### src/rtl/handshaked_fifo_writer_pkg.sv
// Shared stream definitions: skid-buffer state encoding and default widths
// for the handshaked FIFO writer.
package handshaked_fifo_writer_pkg;

  localparam int DEFAULT_DATA_WIDTH = 8;
  localparam int DEFAULT_CNT_WIDTH  = 16;

  // The encoding doubles as the buffer occupancy reported on the size port.
  typedef enum logic [1:0] {
    EMPTY = 2'd0,
    ONE   = 2'd1,
    FULL  = 2'd2
  } buf_state_t;

endpackage

### src/rtl/handshaked_fifo_writer.sv
// Bridges a valid/ready input stream onto a raw FIFO write port through a
// 2-entry in-order skid buffer, and counts the words written.
module handshaked_fifo_writer
  import handshaked_fifo_writer_pkg::*;
#(
  parameter int DATA_WIDTH = DEFAULT_DATA_WIDTH,
  parameter int CNT_WIDTH  = DEFAULT_CNT_WIDTH
) (
  input  logic                  clk,
  input  logic                  rst,
  input  logic [DATA_WIDTH-1:0] dataIn_data,
  input  logic                  dataIn_vld,
  output logic                  dataIn_rd,
  output logic [DATA_WIDTH-1:0] fifo_data,
  output logic                  fifo_en,
  input  logic                  fifo_wait,
  output logic [1:0]            size,
  output logic [CNT_WIDTH-1:0]  wr_count
);

  buf_state_t            state, next_state;
  logic [DATA_WIDTH-1:0] entry0, entry1;
  logic                  head;
  logic                  push, pop, wr_sel;

  assign push      = dataIn_vld & dataIn_rd;
  assign fifo_en   = (state != EMPTY) & ~fifo_wait;
  assign pop       = fifo_en;
  assign fifo_data = head ? entry1 : entry0;
  assign size      = state;

  // With one word held the free slot is the one opposite the head.
  assign wr_sel = head ^ (state == ONE);

  always_comb begin
    next_state = state;
    unique case (state)
      EMPTY: if (push) next_state = ONE;
      ONE: begin
        if (push && !pop)      next_state = FULL;
        else if (!push && pop) next_state = EMPTY;
      end
      FULL:    if (pop) next_state = ONE;
      default: next_state = EMPTY;
    endcase
  end

  always_ff @(posedge clk or posedge rst) begin
    if (rst) begin
      state     <= EMPTY;
      head      <= 1'b0;
      dataIn_rd <= 1'b0;
    end else begin
      state     <= next_state;
      dataIn_rd <= (next_state != FULL);
      if (pop) head <= ~head;
    end
  end

  always_ff @(posedge clk or posedge rst) begin
    if (rst) begin
      entry0 <= '0;
      entry1 <= '0;
    end else if (push) begin
      if (wr_sel) entry1 <= dataIn_data;
      else        entry0 <= dataIn_data;
    end
  end

  // Free-running write counter; wraps silently.
  always_ff @(posedge clk or posedge rst) begin
    if (rst)          wr_count <= '0;
    else if (fifo_en) wr_count <= wr_count + CNT_WIDTH'(1);
  end

endmodule

### config.mk
export PLATFORM = sky130hd
export DESIGN_NAME = handshaked_fifo_writer
export DESIGN_NICKNAME = d
export VERILOG_FILES = /design/src/rtl/handshaked_fifo_writer_pkg.sv /design/src/rtl/handshaked_fifo_writer.sv
export SDC_FILE = /design/constraint.sdc
export NUM_CORES = 1
export LEC_CHECK = 0
export CAP_MARGIN = 20
export CORE_UTILIZATION = 39
export CTS_BUF_LIST = sky130_fd_sc_hd__clkbuf_8
export DETAILED_ROUTE_END_ITERATION = 8
export PLACE_DENSITY_LB_ADDON = 0.12
export SETUP_SLACK_MARGIN = 0.1
export SKIP_LAST_GASP = 1
export SLEW_MARGIN = 25
export SYNTH_ARGS = -nofsm -noshare
export SYNTH_HDL_FRONTEND = slang
export SYNTH_SLANG_ARGS = --single-unit
### constraint.sdc
create_clock -name clk -period 2.4 [get_ports clk]
set_clock_uncertainty 0.15 [all_clocks]
set_input_delay 0.48 -clock clk [delete_from_list [all_inputs] [get_ports clk]]
set_output_delay 0.48 -clock clk [all_outputs]
set_load 0.05 [all_outputs]
==> results_dict.tcl <==
set metrics [dict create \
    layout-drive-gt1-share 0.2952 \
    grt_max_degree 37 \
    hp-class "reg2reg" \
    syn_to_final_growth_pct 34.70 \
    synth_area_per_cell_um2 13.33 \
    drc_errors 0 \
    drtAntennaViolNets 0 \
    use_met1 0.1902 \
    wl_um 3056 \
    worst-r2r-cell-count 3 \
    arrival_ps 1590 \
    min_from "wr_count[15]" \
    cts-buffers-inserted 5 \
    layout.nets 178 \
    cpMaxStageDelayCell "clkdlybuf4s50_1" \
    final_max_slew_viol_count 0 \
    max_stage_delay_ps 840 \
    grt_pass1_wl_um 5099 \
    diodes 0 \
    synthArstFlopShare 1.000 \
    cp-start-kind "flip-flop" \
    synth_cell_types 22 \
    holdPathStages 1 \
    clockPowerShare 0.174 \
    holdBufCountCts 0 \
    fmax_ghz 0.4511 \
    tightestPinTransition_ps 504.3 \
    place_congestion 0.7360 \
    hold_violations 0 \
    post-route-period-util 0.9236 \
    path_clk_slew_ps 70 \
    use_met3 0.05345 \
    worst-path-buf-inv 1 \
    required_ps 1770 \
    top_usage_layer "met2" \
    cts_tree "done" \
    fin_tns_setup_ps 0 \
    cts_setup_buffers 0 \
    p_comb_frac 0.492 \
    rsz0062_at_grt "false" \
    coreArea_mm2 0.003771 \
    switching_share 0.4231 \
    r2r_end "entry0[4]" \
    ys.flop_type "dfrtp_1" \
    final_cells 214 \
    synth-seq-cells 36 \
    grt_remaining_overflow 0 \
    clock_path_buffers 2 \
    num_rows 22 \
    yosysMostFrequentCell "dfrtp_1" \
    intPower_uw 1715 \
    post-route-min-period_ps 2217 \
    slew_headroom 0.6627 \
    clock-root-buffer "clkbuf_8" \
    synthCells 119 \
    synth_top_cell_by_area "dfrtp_1" \
    vias 1072 \
    worst-setup-path-type "reg2out" \
    fp.dieH_um 65.78 \
    whs_endpoint "wr_count[15]" \
    end_kind "output port" \
    viasPerCell 5.009 \
    r2r-start "head" \
    cap_viol_max_count 0 \
    seq_power_share 0.334 \
    clock-sinks 36 \
    antenna_found_initial 0 \
    die_area_mm2 0.004327 \
    synthTopCellsByArea "dfrtp_1 (57%), mux2_2 (18%), xnor2_1 (7.7%)" \
    crit_path_cell_trace "clkdlybuf4s50_1" \
    ios 40 \
    synth_top_area_share 0.5678 \
    drt-initial-drc-count 41 \
    dp_hpwl_um 2111 \
    grt_pass1_vias 1151 \
    wl_per_cell_um 14.28 \
    placedCellCount 206 \
    io_buffers 39 \
    globalRouteMet2Util 0.2679 \
    path_delay_family "buffers and inverters" \
    reg2reg_slack_ps 650 \
    synth_nets 132 \
    yosys-top-cells-count "dfrtp_1 (36), mux2_2 (25), xnor2_1 (14), nand2_1 (10), nand3_1 (8)" \
    status "finished clean" \
    power.density_mw_per_mm2 1391 \
    yosysSeqAreaShare 0.5678 \
    yosysWarnings 0 \
    insertion_delay_ps 290 \
    die_w_um 65.78 \
    syn_area_mm2 0.001587 \
    p_leak_uw 0.0009281 \
    setup_viol 0 \
    htreeDepth 2 \
    drtPass1Iterations 4 \
    peakVddDrop_uv 814.9 \
    track_usage 0.1623 \
    critPathMaxFanout 7 \
    switching_power_uw 1258 \
    start_util 0.4207 \
    synth_edf_count 0 \
]
==> power by group through the flow <==
stage | Combinational, µW | Clock [µW] | Sequential (µW)
after floorplan | 949 | 0 | 1120
after global placement | 1460 | 0 | 988
after detailed placement | 1480 | 0 | 1000
after CTS | 1480 | 535 | 996
after global routing | 1540 | 566 | 1030
final | 1460 | 516 | 994
==> per-stage QoR <==
stage	total power [µW]	util	setup WS [ps]	hold slack (ps)	instance area, µm²
final	2973	0.5667	183.3	339.4	2137
after global routing	3129	0.5667	115.2	372.2	2137
after CTS	3009	0.5660	126.8	350.5	2135
after detailed placement	2480	0.5375	134.9	341.3	2027
after global placement	2445	0.5375	148.1	331.8	2027
after floorplan	2070	-	407.1	325.0	1587
==> flip-flops by register name, indices dropped and copies added (netlist names) <==
| name | cells |
|---|---|
| entry0 | 8 |
| head | 1 |
| size | 2 |
| dataIn_rd | 1 |
| entry1 | 8 |
| wr_count | 16 |
==> per-layer routing <==
| layer | vias up | part of all wire |
|---|---|---|
| met5 | - | 0 |
| met4 | 0 | 0.019 |
| met1 | 535 | 0.43 |
| met3 | 7 | 0.046 |
| met2 | 24 | 0.50 |
| li1 | 506 | - |
==> cell type report <==
type	count	area, µm²
Inverter	3	11.26
Clock inverter	3	38.79
Clock buffer	5	68.82
Timing Repair Buffer	40	390.4
Tap cell	48	60.06
Sequential cell	36	900.9
Fill cell	307	1634
Multi-Input combinational cell	79	666.9
==> cell usage in the layout, fill, tap and decap left out, types with 2 or more instances in the layout <==
cell,count
mux2_2,25
nand2_1,10
xnor2_1,14
dfrtp_1,36
buf_4,9
nor2_1,2
and4_1,3
inv_1,3
clkdlybuf4s50_1,29
clkbuf_8,5
nand3_1,8
nand4_1,4
xor2_1,2
==> kinds of logic after synthesis <==
family                     synth area share
muxes                                0.1838
buffers and inverters               0.01183
adders and majority gates          0.007885
and+or+nand+nor                      0.1144
DFF                                  0.5678
AOI/OAI and AO/OA                   0.01578
xor gates and xnor gates            0.09859
==> timing repair <==
action | 4_1_cts | 5_1_grt
endpoints found under the hold margin | 0 | 0
endpoints found under the setup margin | 0 | 2
gates resized for setup | 0 | 2
==> worst max-delay path by stage <==
stage,start,endpoint,slack [ps],depth (start not counted)
after floorplan,size[1],fifo_en,410,2
after global placement,fifo_wait,fifo_en,150,4
after detailed placement,fifo_wait,fifo_en,130,4
after CTS,fifo_wait,fifo_en,130,4
after global routing,size[0],size[0],120,1
final,size[0],size[0],180,1
No activity file was read; power rests on OpenSTA's default activity.
